<file path="src/rtl/fb_pkg.sv">
// Shared framebuffer definitions: board geometry, RGB332 colours,
// the arbiter state encoding and the RAM grant encoding.
package fb_pkg;

    localparam int BOARD_W  = 10;
    localparam int BOARD_H  = 20;
    localparam int FB_DEPTH = BOARD_W * BOARD_H;

    // RGB332 colours (RRRGGGBB)
    localparam logic [7:0] COL_BG    = 8'h00;
    localparam logic [7:0] COL_CLEAR = 8'h00;
    localparam logic [7:0] COL_I     = 8'h1F;  // cyan
    localparam logic [7:0] COL_O     = 8'hFC;  // yellow
    localparam logic [7:0] COL_T     = 8'h83;  // purple
    localparam logic [7:0] COL_S     = 8'h1C;  // green
    localparam logic [7:0] COL_Z     = 8'hE0;  // red
    localparam logic [7:0] COL_J     = 8'h03;  // blue
    localparam logic [7:0] COL_L     = 8'hF0;  // orange

    typedef enum logic {
        IDLE,
        CLEAR
    } arb_state_t;

    typedef enum logic [2:0] {
        G_NONE,
        G_DISP,
        G_CLR,
        G_WR,
        G_RD
    } grant_t;

endpackage

</file>
<file path="src/rtl/fb_rr_arb.sv">
// Two-requester round-robin arbiter for the game write and read ports.
// Grants are combinational; the pointer moves only when a grant is issued.
module fb_rr_arb (
    input  logic clk,
    input  logic rst_n,
    input  logic i_en,
    input  logic i_req_wr,
    input  logic i_req_rd,
    output logic o_gnt_wr,
    output logic o_gnt_rd
);

    // 1 = read has priority on the next contended cycle (write was granted last)
    logic r_prio_rd;

    // Grant selection: single requester wins outright, contention uses the pointer
    always_comb begin
        o_gnt_wr = 1'b0;
        o_gnt_rd = 1'b0;
        if (i_en) begin
            if (i_req_wr && i_req_rd) begin
                o_gnt_rd = r_prio_rd;
                o_gnt_wr = !r_prio_rd;
            end else begin
                o_gnt_wr = i_req_wr;
                o_gnt_rd = i_req_rd;
            end
        end
    end

    // Pointer update: favour the port that was not just served
    always_ff @(posedge clk or negedge rst_n) begin
        if (!rst_n) begin
            r_prio_rd <= 1'b0;
        end else if (o_gnt_wr) begin
            r_prio_rd <= 1'b1;
        end else if (o_gnt_rd) begin
            r_prio_rd <= 1'b0;
        end
    end

endmodule

</file>
<file path="src/rtl/cell_fb_arbiter.sv">
// Cell framebuffer RAM arbiter: display fetch (fixed latency, top priority),
// board-clear sweep, then round-robin game write/read ports.
module cell_fb_arbiter #(
    parameter int                DATA_W      = 8,
    parameter int                DEPTH       = fb_pkg::FB_DEPTH,
    parameter int                ADDR_W      = 8,
    parameter logic [DATA_W-1:0] BG_COLOR    = fb_pkg::COL_BG,
    parameter logic [DATA_W-1:0] CLEAR_COLOR = fb_pkg::COL_CLEAR
) (
    input  logic              clk,
    input  logic              rst,
    input  logic              disp_req,
    input  logic [ADDR_W-1:0] disp_addr,
    output logic              disp_valid,
    output logic [DATA_W-1:0] disp_color,
    input  logic              wr_valid,
    output logic              wr_ready,
    input  logic [ADDR_W-1:0] wr_addr,
    input  logic [DATA_W-1:0] wr_data,
    input  logic              rd_valid,
    output logic              rd_ready,
    input  logic [ADDR_W-1:0] rd_addr,
    output logic              rd_data_valid,
    output logic [DATA_W-1:0] rd_data,
    input  logic              clear_start,
    output logic              clear_busy,
    output logic              clear_done,
    output logic              ram_en,
    output logic              ram_we,
    output logic [ADDR_W-1:0] ram_addr,
    output logic [DATA_W-1:0] ram_wdata,
    input  logic [DATA_W-1:0] ram_rdata,
    output logic              oob_err
);

    import fb_pkg::*;

    localparam logic [ADDR_W:0]   DEPTH_X   = (ADDR_W+1)'(DEPTH);
    localparam logic [ADDR_W-1:0] LAST_CELL = ADDR_W'(DEPTH - 1);

    arb_state_t        r_state, w_state_next;
    logic [ADDR_W-1:0] r_clr_cnt, w_clr_cnt_next;
    logic              r_done, w_done_next;

    logic              w_disp_in, w_wr_in, w_rd_in, w_disp_hit;
    logic              w_arb_en, w_gnt_wr, w_gnt_rd;
    grant_t            w_grant;

    logic              r_disp_p1, r_disp_in_p1, r_disp_valid;
    logic [DATA_W-1:0] r_disp_color;
    logic              r_rd_p1, r_rd_in_p1, r_rd_data_valid;
    logic [DATA_W-1:0] r_rd_data;
    logic              r_oob_err;

    // Unsigned range checks; zero-extended so DEPTH up to 2**ADDR_W is safe
    assign w_disp_in  = {1'b0, disp_addr} < DEPTH_X;
    assign w_wr_in    = {1'b0, wr_addr}   < DEPTH_X;
    assign w_rd_in    = {1'b0, rd_addr}   < DEPTH_X;
    // An out-of-range display request leaves the RAM slot free
    assign w_disp_hit = disp_req && w_disp_in;
    // Game ports only see RAM cycles the display and sweep leave unused
    assign w_arb_en   = rst && (r_state == IDLE) && !w_disp_hit;

    fb_rr_arb u_rr_arb (
        .clk      (clk),
        .rst_n    (rst),
        .i_en     (w_arb_en),
        .i_req_wr (wr_valid),
        .i_req_rd (rd_valid),
        .o_gnt_wr (w_gnt_wr),
        .o_gnt_rd (w_gnt_rd)
    );

    // Grant priority and combinational RAM command
    always_comb begin
        w_grant   = G_NONE;
        ram_en    = 1'b0;
        ram_we    = 1'b0;
        ram_addr  = '0;
        ram_wdata = '0;
        if (!rst) begin
            w_grant = G_NONE;
        end else if (w_disp_hit) begin
            w_grant = G_DISP;
        end else if (r_state == CLEAR) begin
            w_grant = G_CLR;
        end else if (w_gnt_wr) begin
            w_grant = G_WR;
        end else if (w_gnt_rd) begin
            w_grant = G_RD;
        end
        case (w_grant)
            G_DISP: begin
                ram_en   = 1'b1;
                ram_addr = disp_addr;
            end
            G_CLR: begin
                ram_en    = 1'b1;
                ram_we    = 1'b1;
                ram_addr  = r_clr_cnt;
                ram_wdata = CLEAR_COLOR;
            end
            G_WR: begin
                ram_en    = w_wr_in;
                ram_we    = w_wr_in;
                ram_addr  = w_wr_in ? wr_addr : '0;
                ram_wdata = w_wr_in ? wr_data : '0;
            end
            G_RD: begin
                ram_en   = w_rd_in;
                ram_addr = w_rd_in ? rd_addr : '0;
            end
            default: ;
        endcase
    end

    // Sweep FSM next state: counter advances only on cycles the sweep owns
    always_comb begin
        w_state_next   = r_state;
        w_clr_cnt_next = r_clr_cnt;
        w_done_next    = 1'b0;
        case (r_state)
            IDLE: begin
                if (clear_start) begin
                    w_state_next   = CLEAR;
                    w_clr_cnt_next = '0;
                end
            end
            CLEAR: begin
                if (w_grant == G_CLR) begin
                    if (r_clr_cnt == LAST_CELL) begin
                        w_state_next   = IDLE;
                        w_clr_cnt_next = '0;
                        w_done_next    = 1'b1;
                    end else begin
                        w_clr_cnt_next = r_clr_cnt + 1'b1;
                    end
                end
            end
            default: w_state_next = IDLE;
        endcase
    end

    // Sweep FSM state register
    always_ff @(posedge clk or negedge rst) begin
        if (!rst) begin
            r_state   <= IDLE;
            r_clr_cnt <= '0;
            r_done    <= 1'b0;
        end else begin
            r_state   <= w_state_next;
            r_clr_cnt <= w_clr_cnt_next;
            r_done    <= w_done_next;
        end
    end

    // Display pipeline: RAM data arrives at N+1, registered colour shows at N+2
    always_ff @(posedge clk or negedge rst) begin
        if (!rst) begin
            r_disp_p1    <= 1'b0;
            r_disp_in_p1 <= 1'b0;
            r_disp_valid <= 1'b0;
            r_disp_color <= '0;
        end else begin
            r_disp_p1    <= disp_req;
            r_disp_in_p1 <= w_disp_in;
            r_disp_valid <= r_disp_p1;
            if (r_disp_p1) begin
                r_disp_color <= r_disp_in_p1 ? ram_rdata : BG_COLOR;
            end
        end
    end

    // Game read pipeline and sticky out-of-range flag
    always_ff @(posedge clk or negedge rst) begin
        if (!rst) begin
            r_rd_p1         <= 1'b0;
            r_rd_in_p1      <= 1'b0;
            r_rd_data_valid <= 1'b0;
            r_rd_data       <= '0;
            r_oob_err       <= 1'b0;
        end else begin
            r_rd_p1         <= w_gnt_rd;
            r_rd_in_p1      <= w_rd_in;
            r_rd_data_valid <= r_rd_p1;
            if (r_rd_p1) begin
                r_rd_data <= r_rd_in_p1 ? ram_rdata : '0;
            end
            if ((w_gnt_wr && !w_wr_in) || (w_gnt_rd && !w_rd_in)) begin
                r_oob_err <= 1'b1;
            end
        end
    end

    assign wr_ready      = w_gnt_wr;
    assign rd_ready      = w_gnt_rd;
    assign disp_valid    = r_disp_valid;
    assign disp_color    = r_disp_color;
    assign rd_data_valid = r_rd_data_valid;
    assign rd_data       = r_rd_data;
    assign clear_busy    = (r_state == CLEAR);
    assign clear_done    = r_done;
    assign oob_err       = r_oob_err;

endmodule

</file>
<file path="config.mk">
export PLATFORM = sky130hd
export DESIGN_NAME = cell_fb_arbiter
export DESIGN_NICKNAME = d
export VERILOG_FILES = /design/src/rtl/fb_pkg.sv /design/src/rtl/fb_rr_arb.sv /design/src/rtl/cell_fb_arbiter.sv
export SDC_FILE = /design/constraint.sdc
export NUM_CORES = 1
export LEC_CHECK = 0
export CORE_MARGIN = 3
export CORE_UTILIZATION = 40
export CTS_BUF_LIST = sky130_fd_sc_hd__clkbuf_4 sky130_fd_sc_hd__clkbuf_8 sky130_fd_sc_hd__clkbuf_16
export DETAILED_ROUTE_END_ITERATION = 12
export PLACE_DENSITY = 0.8
export SLEW_MARGIN = 10
export SYNTH_ARGS = -nofsm -noshare
export SYNTH_HDL_FRONTEND = slang
export SYNTH_HIERARCHICAL = 1
export SYNTH_SLANG_ARGS = --single-unit
</file>
<file path="constraint.sdc">
create_clock -name clk -period 9 [get_ports clk]
set_input_delay 1.8 -clock clk [delete_from_list [all_inputs] [get_ports clk]]
set_output_delay 1.8 -clock clk [all_outputs]
set_load 0.005 [all_outputs]
</file>
==> key figures <==
Outcome
  – Outcome: finished clean

Final layout
  – Share of cells above drive strength 1: 0.05654
  – Filler Cells Inserted: ~380
  – Layout net count: between 300 and 400
  – Antenna Diode Count: 0
  – Area Overhead vs Synth: 51.93%

Clocking
  – Clk_lat worst skew: roughly 0.28 ns
  – TritonCTS clock tree: built
  – Number of hold-repair buffers added at the cts stage: 0
  – Clk slew on worst S/H paths: approximately 0.060 ns
  – Gates resized, CTS repair: 0
  – CTS H-tree depth: 2
  – Buffers inserted by post-CTS timing repair: 0
  – Root buf cell: sky130_fd_sc_hd__clkbuf_8
  – Number of buffers created by CTS: 5
  – Maximum number of buffers from clock root to sink: 2
  – Clk sinks: 34

Global route
  – Largest net degree at the start of global routing: 53
  – Vias in the first global route: about 1700
  – Initial antenna violation count: 0
  – Overall track demand over capacity in global routing: 0.1827
  – First-pass GRT wire length: 7.879 mm
  – Total grt overflow: 0

Synth
  – Area share of the leading cell type in the synthesized netlist: 0.4598
  – Synth unique cells: 36
  – Synth Instances: 200
  – Net count of the mapped netlist: 247
  – Total number of yosys warnings: 6
  – Cells taking the most area after synthesis: sky130_fd_sc_hd__dfrtp_1 46%, sky130_fd_sc_hd__nand3_1 6.5%, sky130_fd_sc_hd__o21ai_0 6.2%
  – Top-count cell post-synth: sky130_fd_sc_hd__dfrtp_1
  – Flip-flop cell with the highest count after synthesis: sky130_fd_sc_hd__dfrtp_1
  – Proportion of synthesized chip area in sequential cells: 0.4598
  – Number of synthesized flops with an enable pin: 0
  – Mapped Avg Cell Area: between 9 and 10 um2
  – Fraction of registers with async set/reset: 1.000
  – Area leader, netlist: sky130_fd_sc_hd__dfrtp_1
  – Commonest cells in the netlist: 34 x sky130_fd_sc_hd__dfrtp_1, 24 x sky130_fd_sc_hd__nand3_1, 23 x sky130_fd_sc_hd__inv_1, 23 x sky130_fd_sc_hd__o21ai_0
  – Flip-flop and latch count after synthesis: 34
  – Mapped cell area: approximately 0.0019 mm2

Drt
  – Wire length the detailed router placed on met1: 2.015 mm
  – DRC violation count after routing: 0
  – Wire length on met2: 2.347 mm
  – Pre-Repair DR Iteration Count: 4
  – Remaining antenna violation count after routing: 0
  – Via count: 1810
  – Sum of routed wire length over all layers: between 4 and 5 mm
  – Post-DR vias/cell: 5.403
  – Routed length per instance: 14.46 um
  – Uppermost layer routed: met4
  – Sum of met3 wire segment lengths after detailed routing: between 400 and 500 um
  – Iteration-0 DRC count of the detailed router: approximately 130

Worst setup path
  – Reg-to-Reg Start: clear_busy
  – Setup crit start: disp_addr[4]
  – R2R setup slack: between 7 and 8 ns
  – CP endpoint kind: output pin
  – Data arrival time of the worst path: 5.21 ns
  – Reg-to-Reg End: r_clr_cnt[5]
  – Critical Path End: ram_addr[1]
  – Category of the worst setup path launch point: input port
  – Largest fanout on the critical path: 15
  – Number of cell instances on the worst register-to-register path: 4
  – Path type of the worst setup path: input port to output pin
  – Data required time at the worst endpoint: 7.20 ns

STA
  – Max Freq: about 140 MHz
  – Relative slew slack: 0.4585
  – Crit path time final: between 7 and 8 ns
  – Total negative slack: 0 ns
  – Pins over their slew limit: 0
  – Tcrit/Tclk final: 0.7793
  – Setup repair after global routing missed its margin: false
  – Worst clock skew: 0.007991 ns
  – Hold Vio Cnt, Final: 0
  – Transition time at the pin with the least slew margin: between 0.8 and 0.9 ns
  – Final Setup Violations: 0

Placed design
  – GPL Wtd Cong: approximately 0.85
  – HPWL reported at the end of detailed placement: ~3.7 mm
  – Port Buffer Count: 86

Power
  – Static Leak: between 1 and 1.5 nW
  – Total power per unit cell area: roughly 140 mW/mm2
  – Worst vdd rail ir drop: approximately 0.09 mV
  – Total design power: 0.4044 mW

Floorplanning
  – Total die area: between 0.005 and 0.006 mm2
  – Die extent in x: between 70 and 80 um
  – Effective utilization at floorplan: 0.4192
  – # IOs: 87
  – Std-Cell Core Area: about 0.0044 mm2
  – Number of placement rows: 24
  – Vertical extent of the die: 74.02 um

Run
  – Count of max-cap constraint violations: 0

Min path
  – Worst min-delay path class: flip-flop to flip-flop
## state kept, by name, summed over array words and instances, names as in the netlist
signal / cells
clear_busy: 1
clear_done: 1
disp_color: 8
disp_valid: 1
oob_err: 1
r_clr_cnt: 8
r_disp_in_p1: 1
r_disp_p1: 1
r_rd_in_p1: 1
r_rd_p1: 1
rd_data: 8
rd_data_valid: 1
u_rr_arb/r_prio_rd: 1
## cell type report
class | instances | area (um2) | share of cell area
timing repair buffer | 87 | 863.3 | 0.3071
sequential | 34 | 850.8 | 0.3026
multi-input combinational | 131 | 850.8 | 0.3026
clock buffer | 7 | 90.09 | 0.03204
inverter | 23 | 86.33 | 0.03071
tap | 52 | 65.06 | 0.02314
clock inverter | 1 | 5.005 | 0.001780
## critical path, stage by stage
cell and delay (ns):
sky130_fd_sc_hd__clkdlybuf4s50_1 0.52, sky130_fd_sc_hd__o311ai_4 0.20, sky130_fd_sc_hd__and2_1 0.34, sky130_fd_sc_hd__nor3b_1 0.34, sky130_fd_sc_hd__nand2_1 0.14, sky130_fd_sc_hd__a21oi_1 0.24, sky130_fd_sc_hd__nand3b_1 0.16, sky130_fd_sc_hd__a211oi_2 0.69
sky130_fd_sc_hd__a221o_1 0.27, sky130_fd_sc_hd__clkdlybuf4s50_1 0.50
## per-layer routing
| metal | global-route usage | vias up |
|---|---|---|
| met2 | 0.3012 | 73 |
| li1 | - | 889 |
| met1 | 0.2269 | 839 |
| met3 | 0.06216 | 9 |
| met5 | 0 | - |
| met4 | 0.05433 | 0 |
## worst min path at each step
| stage | start | end | depth (start not counted) |
|---|---|---|---|
| 5_1_grt | oob_err | oob_err | 1 |
| 3_5_place_dp | oob_err | oob_err | 1 |
| 4_1_cts | oob_err | oob_err | 1 |
| 3_3_place_gp | oob_err | oob_err | 1 |
| 2_1_floorplan | r_disp_p1 | disp_valid | 0 |
| 6_report | oob_err | oob_err | 1 |
## cells in the final DEF (no fill, tap or decap), drive strengths merged, types with 2 or more instances in the layout
cell | netlist | final
a211o | 3 | 3
a211oi | 2 | 2
a21o | 3 | 3
a21oi | 7 | 7
a221o | 9 | 9
a31oi | 2 | 2
and2 | 9 | 9
and3 | 3 | 3
buf | 4 | 2
clkbuf | 8 | 7
clkdlybuf4s50 | 0 | 85
dfrtp | 34 | 34
inv | 23 | 23
mux2i | 3 | 3
nand2 | 9 | 9
nand2b | 3 | 3
nand3 | 24 | 24
nand3b | 2 | 2
nand4 | 6 | 6
nor2 | 5 | 5
nor3b | 2 | 2
o21ai | 23 | 23
o311a | 2 | 2
o31ai | 3 | 3
## through the flow
stage | hold WS [ns] | setup WS [ns] | util | std cells | instance area, um2
floorplan | 0.4700 | 3.370 | - | 200 | 1851
global placement | 0.4889 | 2.066 | 0.6154 | 327 | 2716
detailed placement | 0.4793 | 1.981 | 0.6154 | 327 | 2716
CTS | 0.4990 | 1.985 | 0.6369 | 335 | 2811
global route | 0.5084 | 1.664 | 0.6369 | 335 | 2811
finish | 0.5022 | 1.987 | 0.6369 | 335 | 2811
## logic make-up after synthesis
family | after synthesis | synth area share
AOI/OAI and AO/OA | 57 | 0.2252
adders and majority gates | 1 | 0.006760
buffers and inverters | 35 | 0.08046
DFF | 34 | 0.4598
muxes | 3 | 0.01623
and+or+nand+nor | 70 | 0.2116
## where the power goes
part	total (mW)	switching [mW]	internal [mW]
clock network	0.118	0.0528	0.0647
registers	0.191	0.0200	0.171
logic	0.0964	0.0364	0.0599
total	0.404	0.109	0.295
(Power assumes the default switching activity.)
